--- config.mk ---
export PLATFORM = sky130hd
export DESIGN_NAME = controle_pipeline
export DESIGN_NICKNAME = d
export VERILOG_FILES = /design/src/rtl/controle_pipeline_pkg.sv /design/src/rtl/controle_pipeline_detector_risco.sv /design/src/rtl/controle_pipeline.sv
export SDC_FILE = /design/constraint.sdc
export NUM_CORES = 1
export LEC_CHECK = 0
export BUFFER_PORTS_ARGS = -buffer_cell sky130_fd_sc_hd__buf_2
export CORE_MARGIN = 5
export CORE_UTILIZATION = 39
export CTS_CLUSTER_SIZE = 28
export DETAILED_ROUTE_END_ITERATION = 7
export PLACE_DENSITY = 0.89
export SYNTH_ARGS = -nofsm -noshare
export SYNTH_HDL_FRONTEND = slang
export SYNTH_SLANG_ARGS = --single-unit
export TNS_END_PERCENT = 30
--- constraint.sdc ---
create_clock -name clock -period 1.7 [get_ports clock]
set_input_delay 0.255 -clock clock [delete_from_list [all_inputs] [get_ports clock]]
set_output_delay 0.255 -clock clock [all_outputs]
set_load 0.1 [all_outputs]
--- src/rtl/controle_pipeline_pkg.sv ---
// Shared types and constants for the pipeline hazard/stall sequencer.
package controle_pipeline_pkg;

    localparam int unsigned LARG_REG = 5;
    localparam logic [LARG_REG-1:0] REG_ZERO = '0;

    typedef enum logic {
        NORMAL = 1'b0,
        ESPERA = 1'b1
    } estado_t;

endpackage

--- src/rtl/controle_pipeline_detector_risco.sv ---
// Combinational load-use comparator: a load in EX feeds a register read by the ID instruction.
module detector_risco
    import controle_pipeline_pkg::*;
(
    input  logic [LARG_REG-1:0] id_rs,
    input  logic [LARG_REG-1:0] id_rt,
    input  logic                id_usa_rt,
    input  logic [LARG_REG-1:0] ex_rt,
    input  logic                ex_le_mem,
    output logic                carga_uso_c
);

    // $zero is never a real dependency, so a load targeting it never stalls.
    assign carga_uso_c = ex_le_mem && (ex_rt != REG_ZERO) &&
                         ((ex_rt == id_rs) || (id_usa_rt && (ex_rt == id_rt)));

endmodule

--- src/rtl/controle_pipeline.sv ---
// Hazard and stall sequencer for the 5-stage core: bubbles, branch flushes, memory-wait freeze.
// Optional perf counters are built only when CONTROLE_CONTADORES_EN is defined.
module controle_pipeline
    import controle_pipeline_pkg::*;
#(
    parameter int unsigned TEMPO_MAX = 1023,
    parameter int unsigned LARG_CONT = 32
) (
    input  logic                 clock,
    input  logic                 reset_n,
    input  logic [LARG_REG-1:0]  id_rs,
    input  logic [LARG_REG-1:0]  id_rt,
    input  logic                 id_usa_rt,
    input  logic [LARG_REG-1:0]  ex_rt,
    input  logic                 ex_le_mem,
    input  logic                 ex_desvio,
    input  logic                 mem_acesso,
    input  logic                 mem_ocupada,
    output logic                 pc_escreve,
    output logic                 parada_ifid,
    output logic                 parada_idex,
    output logic                 parada_exmem,
    output logic                 parada_memwb,
    output logic                 limpar_ifid,
    output logic                 limpar_idex,
    output logic                 limpar_exmem,
    output logic                 limpar_memwb,
    output logic                 erro_tempo,
    output logic [LARG_CONT-1:0] cont_bolhas,
    output logic [LARG_CONT-1:0] cont_espera,
    output logic [LARG_CONT-1:0] cont_desvios
);

    localparam int unsigned LARG_TEMPO = $clog2(TEMPO_MAX + 1);
    localparam logic [LARG_TEMPO-1:0] TEMPO_LIM = LARG_TEMPO'(TEMPO_MAX);
    localparam logic [LARG_TEMPO-1:0] TEMPO_ULT = LARG_TEMPO'(TEMPO_MAX - 1);

    estado_t               estado;
    estado_t               estado_prox;
    logic [LARG_TEMPO-1:0] tempo;
    logic                  lu;
    logic                  mw;
    logic                  congela;
    logic                  estouro;

    detector_risco u_detector_risco (
        .id_rs       (id_rs),
        .id_rt       (id_rt),
        .id_usa_rt   (id_usa_rt),
        .ex_rt       (ex_rt),
        .ex_le_mem   (ex_le_mem),
        .carga_uso_c (lu)
    );

    assign mw = mem_acesso && mem_ocupada;

    always_ff @(posedge clock) begin
        if (!reset_n) estado <= NORMAL;
        else          estado <= estado_prox;
    end

    // Mealy control: outputs settle before the edge at which the pipeline registers sample.
    always_comb begin
        estado_prox  = estado;
        congela      = 1'b0;
        estouro      = 1'b0;
        pc_escreve   = 1'b0;
        parada_ifid  = 1'b0;
        parada_idex  = 1'b0;
        parada_exmem = 1'b0;
        parada_memwb = 1'b0;
        limpar_ifid  = 1'b0;
        limpar_idex  = 1'b0;
        limpar_exmem = 1'b0;
        limpar_memwb = 1'b0;
        if (!reset_n) begin
            estado_prox  = NORMAL;
            limpar_ifid  = 1'b1;
            limpar_idex  = 1'b1;
            limpar_exmem = 1'b1;
            limpar_memwb = 1'b1;
        end else begin
            case (estado)
                NORMAL: begin
                    if (mw) begin
                        estado_prox = ESPERA;
                        congela     = 1'b1;
                    end
                end
                ESPERA: begin
                    if (!mem_ocupada) begin
                        estado_prox = NORMAL;
                    end else begin
                        congela = 1'b1;
                        if (tempo >= TEMPO_ULT) begin
                            estouro     = 1'b1;
                            estado_prox = NORMAL;
                        end
                    end
                end
                default: estado_prox = NORMAL;
            endcase
            // Freeze IF..EX and kill MEM/WB so the stalled access cannot write back twice.
            if (congela) begin
                parada_ifid  = 1'b1;
                parada_idex  = 1'b1;
                parada_exmem = 1'b1;
                limpar_memwb = 1'b1;
            end else if (ex_desvio) begin
                pc_escreve  = 1'b1;
                limpar_ifid = 1'b1;
                limpar_idex = 1'b1;
            end else if (lu) begin
                parada_ifid = 1'b1;
                limpar_idex = 1'b1;
            end else begin
                pc_escreve = 1'b1;
            end
        end
    end

    // Counts frozen cycles including the entry cycle; saturates at the limit.
    always_ff @(posedge clock) begin
        if (!reset_n) begin
            tempo <= '0;
        end else if (congela) begin
            if (tempo != TEMPO_LIM) tempo <= tempo + 1'b1;
        end else begin
            tempo <= '0;
        end
    end

    always_ff @(posedge clock) begin
        if (!reset_n)     erro_tempo <= 1'b0;
        else if (estouro) erro_tempo <= 1'b1;
    end

`ifdef CONTROLE_CONTADORES_EN
    logic bolha;
    logic flush;
    logic [LARG_CONT-1:0] bolhas_q;
    logic [LARG_CONT-1:0] espera_q;
    logic [LARG_CONT-1:0] desvios_q;

    assign bolha = reset_n && !congela && !ex_desvio && lu;
    assign flush = reset_n && !congela && ex_desvio;

    always_ff @(posedge clock) begin
        if (!reset_n) begin
            bolhas_q  <= '0;
            espera_q  <= '0;
            desvios_q <= '0;
        end else begin
            if (bolha)   bolhas_q  <= bolhas_q + 1'b1;
            if (congela) espera_q  <= espera_q + 1'b1;
            if (flush)   desvios_q <= desvios_q + 1'b1;
        end
    end

    assign cont_bolhas  = bolhas_q;
    assign cont_espera  = espera_q;
    assign cont_desvios = desvios_q;
`else
    assign cont_bolhas  = '0;
    assign cont_espera  = '0;
    assign cont_desvios = '0;
`endif

endmodule

# == Word-level counts from Yosys, hierarchy flattened ==
# Index checks and enable logic that the tools add are counted.
# word_totals
ff_bits,12
inputBits,22
elab_cells,46
# op_classes
n_addsub,1
order_cmp,1
eq_ne,3
mux,30
n_bitwise,1
reduce_logical,7
# ops
op,n
1-bit 2-to-1 mux,28
"10-bit by 1-bit adder with 10-bit output, second input constant",1
5-bit equality test,2
"10-bit greater-or-equal comparator, second input constant",1
"10-bit inequality test, second input constant",1
5-bit nonzero test,1
1-bit logical AND,4
1-bit case mux with 2 select lines,2
2-bit AND reduction,1
1-bit logical OR,1
1-bit inverter,1

# == Logic depth before layout (Yosys ltp) ==
# Gate-level depths: netlist (run 1).
# depth
depth_word,8
depth_mapped,5
ltp_nobuf,5

# == By module ==
# From an unflattened synthesis (run 1), not the netlist that was laid out.
# hier_totals
hier_cells,206
hier_area_um2,1617.8
# modules_own_cells
mod,n_inst,cells_per_inst,area_per_inst_um2,seq_area_each_um2
controle_pipeline,1,189,1485.2,240.2
detector_risco,1,17,132.6,0.0

# == Least setup slack after synthesis (run 1) ==
# Ideal clock, no wire load.
# synth_timing
path_type,input -> output
from,in reset_n
to,out limpar_idex
arrival_time_ns,3.918
t_required_ns,1.445
setup_slack_ns,-2.473
stages,4
n_path_buf,0
path_cell_list,inv_1 > or2_2 > inv_1 > o31ai_1
# synth_via
elab_chain_cells,1
# synth_rtl
item,line,source
"start, declared",controle_pipeline.sv:10,"input logic reset_n,"
1-bit 2-to-1 mux,controle_pipeline.sv:76,if (!reset_n) begin
"end, declared",controle_pipeline.sv:25,"output logic limpar_idex,"
# No other way between the ends.

# == Final worst setup path (run 1) ==
# layout_timing
from,in id_rt[1]
to,out limpar_idex
# layout_via
elab_chain_cells,8
# layout_rtl
item,line,source
"start, declared",controle_pipeline.sv:12,"input logic [LARG_REG-1:0] id_rt,"
5-bit equality test,controle_pipeline_detector_risco.sv:15,((ex_rt == id_rs) || (id_usa_rt && (ex_rt == id_rt)));
1-bit logical AND,controle_pipeline_detector_risco.sv:15,
1-bit logical OR,controle_pipeline_detector_risco.sv:15,
1-bit logical AND,controle_pipeline_detector_risco.sv:14,assign carga_uso_c = ex_le_mem && (ex_rt != REG_ZERO) &&
1-bit 2-to-1 mux,controle_pipeline.sv:113,end else if (lu) begin
1-bit 2-to-1 mux,controle_pipeline.sv:109,end else if (ex_desvio) begin
1-bit 2-to-1 mux,controle_pipeline.sv:104,if (congela) begin
1-bit 2-to-1 mux,controle_pipeline.sv:76,
# No other way between the ends.

==> metrics.cfg, run 1 <==
[setup_path]
startpoint_type=input pin
rr_endpoint=tempo[0]
crit_path_max_fanout=2
worstPathRequired_ns=1.44
end_kind=output pin
cp.arrival_ns=1.54
r2r_cells=5
reg2reg_slack_ns=0.22
crit_type=input pin to output pin
r2r-start=tempo[0]

[layout]
final_core_util_pct=42.9
diodes=0
stdcell_area_um2=1580
syn2layout_area_growth_pct=6.30
drive_gt1_share_pct=23.5
nNetsFinal=251

[grt]
grt.met1_usage_pct=8.08
grt_remaining_overflow=0
globalRoute.busiestLayer=met2
grt_use_met2_pct=17.4
grt_pass1_wl_um=3680
grt_pass1_vias=873
gr-usage-all-layers_pct=8.87
grt_antenna_before_repair=0
grt_max_degree=11
met3_usage_pct=4.77

[die]
die_area_um2=5160
fp.dieW_um=71.8
io_pins=128
row_count=22
start_util_pct=40.4
core_um2=3690
die_h_um=71.8

[sta]
min_period_ns=1.80
final-max-slew-violation-count=0
fin_ws_ns=-0.0968
hold_viol_final=0
finClkSkew_ns=0.00135
finalSetupViolCount=3
rsz0062_at_grt=yes
worst_hold_slack_ns=0.309
fmax_mhz=557
timing.final.crit_share_pct=106

[clock_network]
cts_made_buffers=3
h-tree-depth=1
hold_buffers=0
clk_pin_slew_worst_paths_ns=0.05
clockRootBuffer=clkbuf_8
tritoncts=done
cts_sinks=12
cts_buffer_depth=2
clkLatencyLatePin_ns=0.24

[run_status]
failed_checks=negative setup slack
status=finished with violations

[synth]
ys_warn_count=0
synth_seq_cells=12
ys_seq_area_share_pct=16.1
yosys.area.top_type_share_pct=49.4
netlist_area_um2=1490
ys.flop_type=dfxtp_1
ys_types=36
synth_edf_count=0
netlist_instances=189
synth_area_leaders=buf_4, dfxtp_1, xor2_1
postSynthAreaPerCell_um2=7.88
async_flop_share_pct=0
yosysTopAreaCell=buf_4
yosys-top-cells-count=buf_4, dfxtp_1, xor2_1, nor2_1, nand2_1
yosysMostFrequentCell=buf_4

[pwr]
powerDensity_nw_per_um2=1120
ir_drop_v=0.000779
p_leak_nw=0.807

[placement]
dpl-instance-area_um2=1490
pre_cts_ws_ns=-0.182
dpl.hpwl_um=2420
place.gp.congestion=0.789
port_buffers=30

[routing]
drc=0
vias_per_cell=3.83
vias=1050
wl_per_cell_um=9.87
drt_iter0_drc=24
first_pass_iters=4
drt_wl_total_um=2700
drtAntennaViolNets=0

[worst_hold_path]
hold_depth=3
min_to=estado
hold_path.class=input pin to flop
min_from=mem_acesso

[job]
maxCapViolCount=0

==> state kept, by name, indices dropped and copies added, names as in the netlist <==
name        cells
erro_tempo      1
estado          1
tempo          10
==> power by group <==
part	internal [W]	leakage, nW	switching, W
logic	0.0000948	0.682	0.00109
registers	0.000284	0.0970	0.00000255
clock network	0.000205	0.0288	0.000107
==> cell families (layout without fill, tap and decap cells) <==
kind of cell | count (synthesis) | in the layout | synth area share [%]
other | 1 | 97 | 0.252
buffers and inverters | 105 | 46 | 51.3
adders and majority gates | 2 | 2 | 1.68
xor gates and xnor gates | 14 | 14 | 8.23
AOI/OAI and AO/OA | 19 | 19 | 8.65
DFF | 12 | 12 | 16.1
and+or+nand+nor | 35 | 35 | 13.1
muxes | 1 | 1 | 0.672
==> worst max-delay path: stages <==
cell     delay [ns]
buf_6          0.10
xor2_2         0.17
nor4_2         0.25
a32oi_1        0.15
buf_4          0.18
o31ai_4        0.22
buf_12         0.21
==> metrics by stage <==
stage | instances | TNS, ns | power, W
after floorplan | 285 | -3.46 | 0.00153
after global routing | 274 | -0.557 | 0.00182
final | 274 | -0.230 | 0.00178
after detailed placement | 270 | -0.445 | 0.00146
after CTS | 274 | -0.285 | 0.00178
after global placement | 270 | -0.337 | 0.00146
==> per-layer routing <==
layer / vias to the layer above / wire (µm)
li1: 502 / -
met1: 469 / 777
met2: 75 / 1500
met3: 4 / 415
met4: 0 / 10
met5: - / 0
==> area by class of cell <==
type / instances / area, µm²
clock buffers: 4 / 55.1
fillers: 366 / 2100
inverters: 4 / 18.8
multi-input cells: 168 / 895
flip-flops and latches: 12 / 240
well taps: 48 / 60.1
repair buffers: 38 / 315
==> how the worst max path moves through the flow <==
stage | startpoint | depth (start not counted) | slack [ns] | to
floorplan | reset_n | 4 | -0.78 | parada_idex
global placement | ex_rt[0] | 7 | -0.14 | parada_ifid
detailed placement | ex_rt[4] | 7 | -0.18 | limpar_idex
CTS | id_rt[1] | 7 | -0.12 | limpar_idex
global route | id_rt[1] | 7 | -0.18 | limpar_idex
finish | id_rt[1] | 7 | -0.1 | limpar_idex
==> layout by cell type (no fill, tap or decap), types with 2 or more instances in the layout <==
| cell type | synthesis | layout |
|---|---|---|
| inv_1 | 4 | 2 |
| buf_12 | 0 | 6 |
| nand4_1 | 3 | 3 |
| xor2_2 | 0 | 2 |
| o21ai_0 | 3 | 2 |
| xnor2_1 | 2 | 2 |
| a21oi_1 | 2 | 2 |
| a31oi_1 | 3 | 3 |
| clkbuf_8 | 0 | 4 |
| nand3_1 | 2 | 2 |
| nand2_1 | 6 | 6 |
| buf_4 | 98 | 9 |
| nor2_1 | 9 | 9 |
| buf_2 | 2 | 21 |
| nor3_1 | 4 | 4 |
| o21a_1 | 2 | 2 |
| buf_6 | 0 | 2 |
| o31ai_4 | 0 | 2 |
| and4_1 | 2 | 2 |
| dfxtp_1 | 12 | 12 |
| a211oi_1 | 2 | 2 |
| conb_1 | 1 | 97 |
| xor2_1 | 12 | 10 |
==> what timing repair did <==
| item | CTS | global route |
|---|---|---|
| setup endpoints to repair | 5 | 7 |
| resized for setup | 9 | 1 |
| buffers inserted | 0 | 0 |
| pin swaps | 6 | 0 |
| cloned | 0 | 0 |
Note: power is estimated with default switching activity, not from simulation.
==> inputs of run 2 (changes only) <==
--- a/config.mk
+++ b/config.mk
@@ -6,7 +6,6 @@
 export NUM_CORES = 1
 export LEC_CHECK = 0
 export BUFFER_PORTS_ARGS = -buffer_cell sky130_fd_sc_hd__buf_2
-export CORE_MARGIN = 5
 export CORE_UTILIZATION = 39
 export CTS_CLUSTER_SIZE = 28
 export DETAILED_ROUTE_END_ITERATION = 7
==> run 2 against run 1 <==
Net effect: worst setup slack about the same; core utilization up 0.77 points; wire length is 8.5% lower; design area increased by 1.0%; critical path depth stayed put; final cell count is 0.73% higher; the flow still finishes with violations (negative setup slack); sequential power hardly changed; highest routed layer unchanged; register-to-register slack lost 0.03 ns; worst hold slack lost 0.014 ns; total power up 0.59%; clock power increased by 3%; largest power group unchanged.
==> metrics.cfg, run 2 (synthesis results as in run 1) <==
[die]
die_area_um2=4070  ; -21%
io_pins=128  ; unchanged
fp.dieW_um=63.8  ; -11%
row_count=22  ; unchanged
core_um2=3660  ; -0.75%
start_util_pct=40.7  ; +0.30 points
die_h_um=63.8  ; -11%

[setup_path]
cp_top_family=buffers and inverters
crit_type=input pin to output pin
crit_path_max_fanout=2  ; unchanged
r2r_cells=4  ; -1
worstPathRequired_ns=1.44  ; about the same
startpoint_type=input pin
end_kind=output pin
worst-path-stages=7  ; unchanged
path_buf_inv=3  ; unchanged
worst_path_max_delay_cell=nor4_2
cpPeakStageDelay_ns=0.25  ; about the same
cp.arrival_ns=1.54  ; about the same
cp_cell_sequence=buf_6 -> xor2_2 -> nor4_2 -> a32oi_1 -> buf_4 -> o31ai_4 -> buf_12

[sta]
finalSetupViolCount=3  ; unchanged
timing.final.crit_share_pct=106  ; about the same
final-max-slew-violation-count=0  ; unchanged
tns_ns=-0.239  ; -0.00939 ns
rsz0062_at_grt=yes
hold_viol_final=0  ; unchanged
min_period_ns=1.80  ; +0.0000223 ns
finClkSkew_ns=0.00166  ; +0.000317 ns
fmax_mhz=557  ; about the same
fin_ws_ns=-0.0968  ; -0.0000223 ns

[grt]
grt_remaining_overflow=0  ; unchanged
grt_pass1_wl_um=3520  ; -4.3%
grt_pass1_vias=833  ; -4.6%
gr-usage-all-layers_pct=11.6  ; +2.8 points
grt_max_degree=11  ; unchanged
grt_antenna_before_repair=0  ; unchanged

[routing]
first_pass_iters=5  ; +1
drt_wl_total_um=2480  ; -8.5%
drtAntennaViolNets=0  ; unchanged
wl_per_cell_um=8.97  ; -9.1%
drt_iter0_drc=10  ; -58%
vias_per_cell=3.87  ; +1.1%
drc=0  ; unchanged
vias=1069  ; +1.8%

[clock_network]
tritoncts=done
clkLatencyLatePin_ns=0.25  ; about the same
h-tree-depth=1  ; unchanged
cts_made_buffers=3  ; unchanged
clockRootBuffer=clkbuf_8
hold_buffers=0  ; unchanged
cts_sinks=12  ; unchanged
cts_setup_buffers=0  ; unchanged
cts_buffer_depth=2  ; unchanged
clk_pin_slew_worst_paths_ns=0.05  ; about the same

[layout]
nNetsFinal=253  ; +0.80%
drive_gt1_share_pct=24.6  ; +1.1 points
final_common_cell=conb_1
final_cell_mix=conb_1, buf_2, xor2_1, dfxtp_1
diodes=0  ; unchanged
largest_register_ffs=10  ; unchanged
top_register=tempo
syn2layout_area_growth_pct=7.39
nFillCells=382  ; +4.4%
reg.largest.list=tempo: 10 flops, erro_tempo: 1 flops, estado: 1 flops

[pwr]
p_switching_w=0.00120  ; +0.46%
power_frac_comb_pct=66.1  ; -0.3 points
p_seq_share_pct=16.1  ; about the same
p_leak_nw=0.817  ; +1.2%
p_int_w=0.000589  ; +0.84%
ir_drop_v=0.000606  ; -22%
power_frac_clock_pct=17.8  ; +0.3 points
powerDensity_nw_per_um2=1120  ; -0.44%
p_sw_share_pct=67.1  ; -0.084 points

[placement]
pre_cts_ws_ns=-0.158  ; +0.0242 ns
dpl.hpwl_um=2060  ; -15%
place.gp.congestion=0.817  ; +3.6%
port_buffers=30  ; unchanged

[run_status]
status=finished with violations
failed_checks=negative setup slack

[worst_hold_path]
hold_path.class=input pin to flop
hold_depth=3  ; unchanged

[job]
maxCapViolCount=0  ; unchanged

-- run 2: what timing repair did --
action	4_1_cts	5_1_grt
pin swaps	6	0
cloned	0	0
gates resized for setup	9	3
setup endpoints to repair	6	7
-- run 2: path summary, 6_finish.rpt --
| check | from | endpoint | slack, ns |
|---|---|---|---|
| worst max-delay path | id_rt[1] | limpar_idex | -0.1 |
| worst max register to register | tempo[1] | tempo[1] | 0.19 |
| worst min register to register | erro_tempo | erro_tempo | 0.47 |
| worst min-delay path | mem_acesso | estado | 0.30 |
-- run 2: metal layers --
metal  GRT usage (%)  share of wire (%)  vias up  routed length, µm
li1                -                  -      507                  -
met1            10.9                 32      478                798
met2            21.7                 55       76               1370
met3            4.29                9.8        8                243
met4            6.25                2.7        0                 66
met5               0                  0        -                  0
-- run 2: stage by stage --
stage | instance area (µm²) | hold slack [ns] | instances | utilization (%) | power, W
global route | 1600 | 0.327 | 276 | 43.7 | 0.00183
finish | 1600 | 0.295 | 276 | 43.7 | 0.00179
detailed placement | 1510 | 0.462 | 272 | 41.2 | 0.00146
CTS | 1590 | 0.291 | 276 | 43.5 | 0.00179
global placement | 1510 | 0.456 | 272 | 41.2 | 0.00146
floorplan | 1880 | 0.373 | 285 | - | 0.00153
-- run 2: tightest hold or removal path: stages --
cell and delay, ns:
buf_2 0.11, nand3b_1 0.07, a21oi_1 0.06
-- run 2: layout make-up --
cell class	instances	area [µm²]	area share, %
Tap cell	48	60.1	3.75
Inverter	4	18.8	1.17
Clock buffer	4	55.1	3.44
Sequential cell	12	241	15.1
Multi-Input combinational cell	168	893	55.8
Timing Repair Buffer	40	332	20.7
-- run 2: power by group through the flow --
stage	sequential [W]	combinational (W)	clock, W
global route	0.000288	0.00121	0.000339
finish	0.000287	0.00118	0.000319
floorplan	0.000292	0.00124	0
detailed placement	0.000293	0.00117	0
CTS	0.000287	0.00118	0.000325
global placement	0.000293	0.00117	0
==> inputs of run 3 (changes only) <==
--- a/config.mk
+++ b/config.mk
@@ -6,10 +6,13 @@
 export NUM_CORES = 1
 export LEC_CHECK = 0
 export BUFFER_PORTS_ARGS = -buffer_cell sky130_fd_sc_hd__buf_2
-export CORE_UTILIZATION = 39
+export CORE_ASPECT_RATIO = 0.8
+export CORE_UTILIZATION = 40
+export CTS_BUF_LIST = sky130_fd_sc_hd__clkbuf_4
 export CTS_CLUSTER_SIZE = 28
 export DETAILED_ROUTE_END_ITERATION = 7
-export PLACE_DENSITY = 0.89
+export PLACE_DENSITY = 0.91
+export SETUP_SLACK_MARGIN = 0.2
 export SYNTH_ARGS = -nofsm -noshare
 export SYNTH_HDL_FRONTEND = slang
 export SYNTH_SLANG_ARGS = --single-unit
==> run 3 against run 2 <==
Net effect: final cell count is 2.9% lower; sequential power barely moved; sequential share of layout area is 0.36 points higher; total power shrank 7.9%; critical path depth down 1; combinational power barely moved; largest power group unchanged; worst setup slack lost 0.049 ns; worst hold slack worse by 0.037 ns; the flow still finishes with violations (negative setup slack).
==> metrics.cfg, run 3 (synthesis results as in run 1) <==
[clock_network]
cts_sinks=12  ; unchanged
cts_made_buffers=3  ; unchanged
clkLatencyLatePin_ns=0.27  ; +0.02 ns
hold_buffers=0  ; unchanged
clockRootBuffer=clkbuf_4
clk_pin_slew_worst_paths_ns=0.08  ; +0.03 ns
cts_buffer_depth=2  ; unchanged
tritoncts=done
h-tree-depth=1  ; unchanged

[layout]
final_common_cell=conb_1
final_core_util_pct=45.2  ; +1.5 points
syn2layout_area_growth_pct=5.96
reg.largest.list=tempo: 10 flops, erro_tempo: 1 flops, estado: 1 flops
stdcell_area_um2=1580  ; -1.3%
fin_cells=268  ; -2.9%
nFillCells=354  ; -7.3%
diodes=0  ; unchanged
nNetsFinal=251  ; -0.79%
drive_gt1_share_pct=26.1  ; +1.5 points
ff_latch_area_um2=244  ; +1.0%
top_register=tempo
largest_register_ffs=10  ; unchanged
final_cell_mix=conb_1, buf_2, xor2_1
multiInputGateArea_um2=910  ; +1.8%

[pwr]
finalPower_w=0.00165  ; -7.9%
p_leak_nw=0.806  ; -1.4%
ir_drop_v=0.000616  ; +1.6%
powerDensity_nw_per_um2=1040  ; -6.6%

[setup_path]
crit_path_max_fanout=3  ; +1
cp_cell_sequence=buf_6 -> xor2_2 -> nor4_2 -> a32oi_2 -> o311a_1 -> buf_12
reg2reg_slack_ns=0.31  ; +0.12 ns
crit_type=input pin to output pin
worst_path_max_delay_cell=o311a_1
r2r_cells=5  ; +1
startpoint_type=input pin
end_kind=output pin
r2r-start=tempo[1]
rr_endpoint=tempo[0]
cpPeakStageDelay_ns=0.41  ; +0.16 ns
worstPathRequired_ns=1.44  ; about the same
cp.arrival_ns=1.59  ; +0.05 ns
cp_top_family=compound AO/OA/AOI/OAI gates
path_buf_inv=2  ; -1

[grt]
grt_max_degree=11  ; unchanged
gr-usage-all-layers_pct=10.2  ; -1.5 points
grt_remaining_overflow=0  ; unchanged
grt_antenna_before_repair=0  ; unchanged
grt_pass1_vias=736  ; -12%
grt_pass1_wl_um=3170  ; -9.8%

[worst_hold_path]
hold_depth=2  ; -1
hold_path.class=input pin to flop
min_to=erro_tempo
min_from=reset_n

[sta]
fmax_mhz=542  ; -2.7%
finalSetupViolCount=3  ; unchanged
worst_hold_slack_ns=0.258  ; -0.0371 ns
hold_viol_final=0  ; unchanged
rsz0062_at_grt=yes
finClkSkew_ns=0.00771  ; +0.00605 ns
timing.final.crit_share_pct=109  ; +2.9 points
fin_ws_ns=-0.146  ; -0.0490 ns
min_period_ns=1.85  ; +0.0490 ns
final-max-slew-violation-count=0  ; unchanged

[routing]
drt_wl_total_um=2270  ; -8.2%
vias=1017  ; -4.9%
vias_per_cell=3.79  ; -2.0%
wl_per_cell_um=8.48  ; -5.5%
first_pass_iters=4  ; -1
drc=0  ; unchanged
drtAntennaViolNets=0  ; unchanged
drt_iter0_drc=35  ; +25

[placement]
dp.cells=262  ; -3.7%
dpl-instance-area_um2=1470  ; -2.5%
port_buffers=30  ; unchanged
place.gp.congestion=0.746  ; -8.6%
dpl.hpwl_um=1880  ; -8.4%

[die]
fp.dieW_um=70.2  ; +10%
die_h_um=56.6  ; -11%
row_count=19  ; -14%
io_pins=128  ; unchanged
start_util_pct=42.6  ; +1.9 points
core_um2=3490  ; -4.5%
die_area_um2=3970  ; -2.4%

[run_status]
status=finished with violations
failed_checks=negative setup slack

[job]
maxCapViolCount=0  ; unchanged

-- run 3: cell types whose count changed in the layout (fill, tap and decap cells not counted), moves of 2 or more --
| cell | change |
|---|---|
| buf_2 | -2 |
| clkbuf_4 | +3 |
| clkbuf_8 | -4 |
| dfxtp_1 | -2 |
| dfxtp_2 | +2 |
-- run 3: what timing repair did --
action / in CTS / in global routing
setup endpoints to repair: 8 / 10
pin swaps: 3 / 3
setup buffers: 2 / 0
gates resized for setup: 16 / 5
-- run 3: worst max-delay path by stage --
stage,end,cells after the start,slack [ns],from
floorplan,parada_idex,4,-0.78,reset_n
detailed placement,pc_escreve,6,-0.22,ex_rt[4]
CTS,pc_escreve,6,-0.16,id_rt[4]
finish,pc_escreve,6,-0.15,id_rt[4]
global placement,pc_escreve,6,-0.19,ex_rt[4]
global route,pc_escreve,6,-0.21,id_rt[4]
-- run 3: layout make-up --
cell class,count,share of cell area [%]
clock inverters,1,0.238
repair buffers,38,20.6
multi-input cells,168,57.6
flip-flops and latches,12,15.5
clock buffers,3,1.43
inverters,4,1.35
well taps,42,3.33
-- run 3: report_power, final --
group / internal (W) / total, W / switching [W] / leakage, nW
registers: 0.000284 / 0.000287 / 0.00000316 / 0.0982
clock network: 0.0000850 / 0.000180 / 0.0000950 / 0.0154
logic: 0.0000989 / 0.00118 / 0.00108 / 0.692
-- run 3: worst register-to-register path, cell delays in order, from the launching register on --
cell	delay [ns]
dfxtp_2	0.38
ha_1	0.17
and3_2	0.23
nand4_1	0.24
xnor2_1	0.22
nor2_1	0.05
-- run 3: layer usage --
layer | GRT usage (%) | vias up | part of all wire [%]
li1 | - | 502 | -
met1 | 10.5 | 452 | 35
met2 | 19.6 | 63 | 56
met3 | 4.31 | 0 | 9.4
met4 | 0.857 | 0 | 0
met5 | 0 | - | 0
-- run 3: metrics by stage --
stage	setup WS (ns)	TNS (ns)
finish	-0.146	-0.252
global route	-0.214	-0.474
CTS	-0.160	-0.333
detailed placement	-0.222	-0.516
global placement	-0.193	-0.417
floorplan	-0.784	-3.46
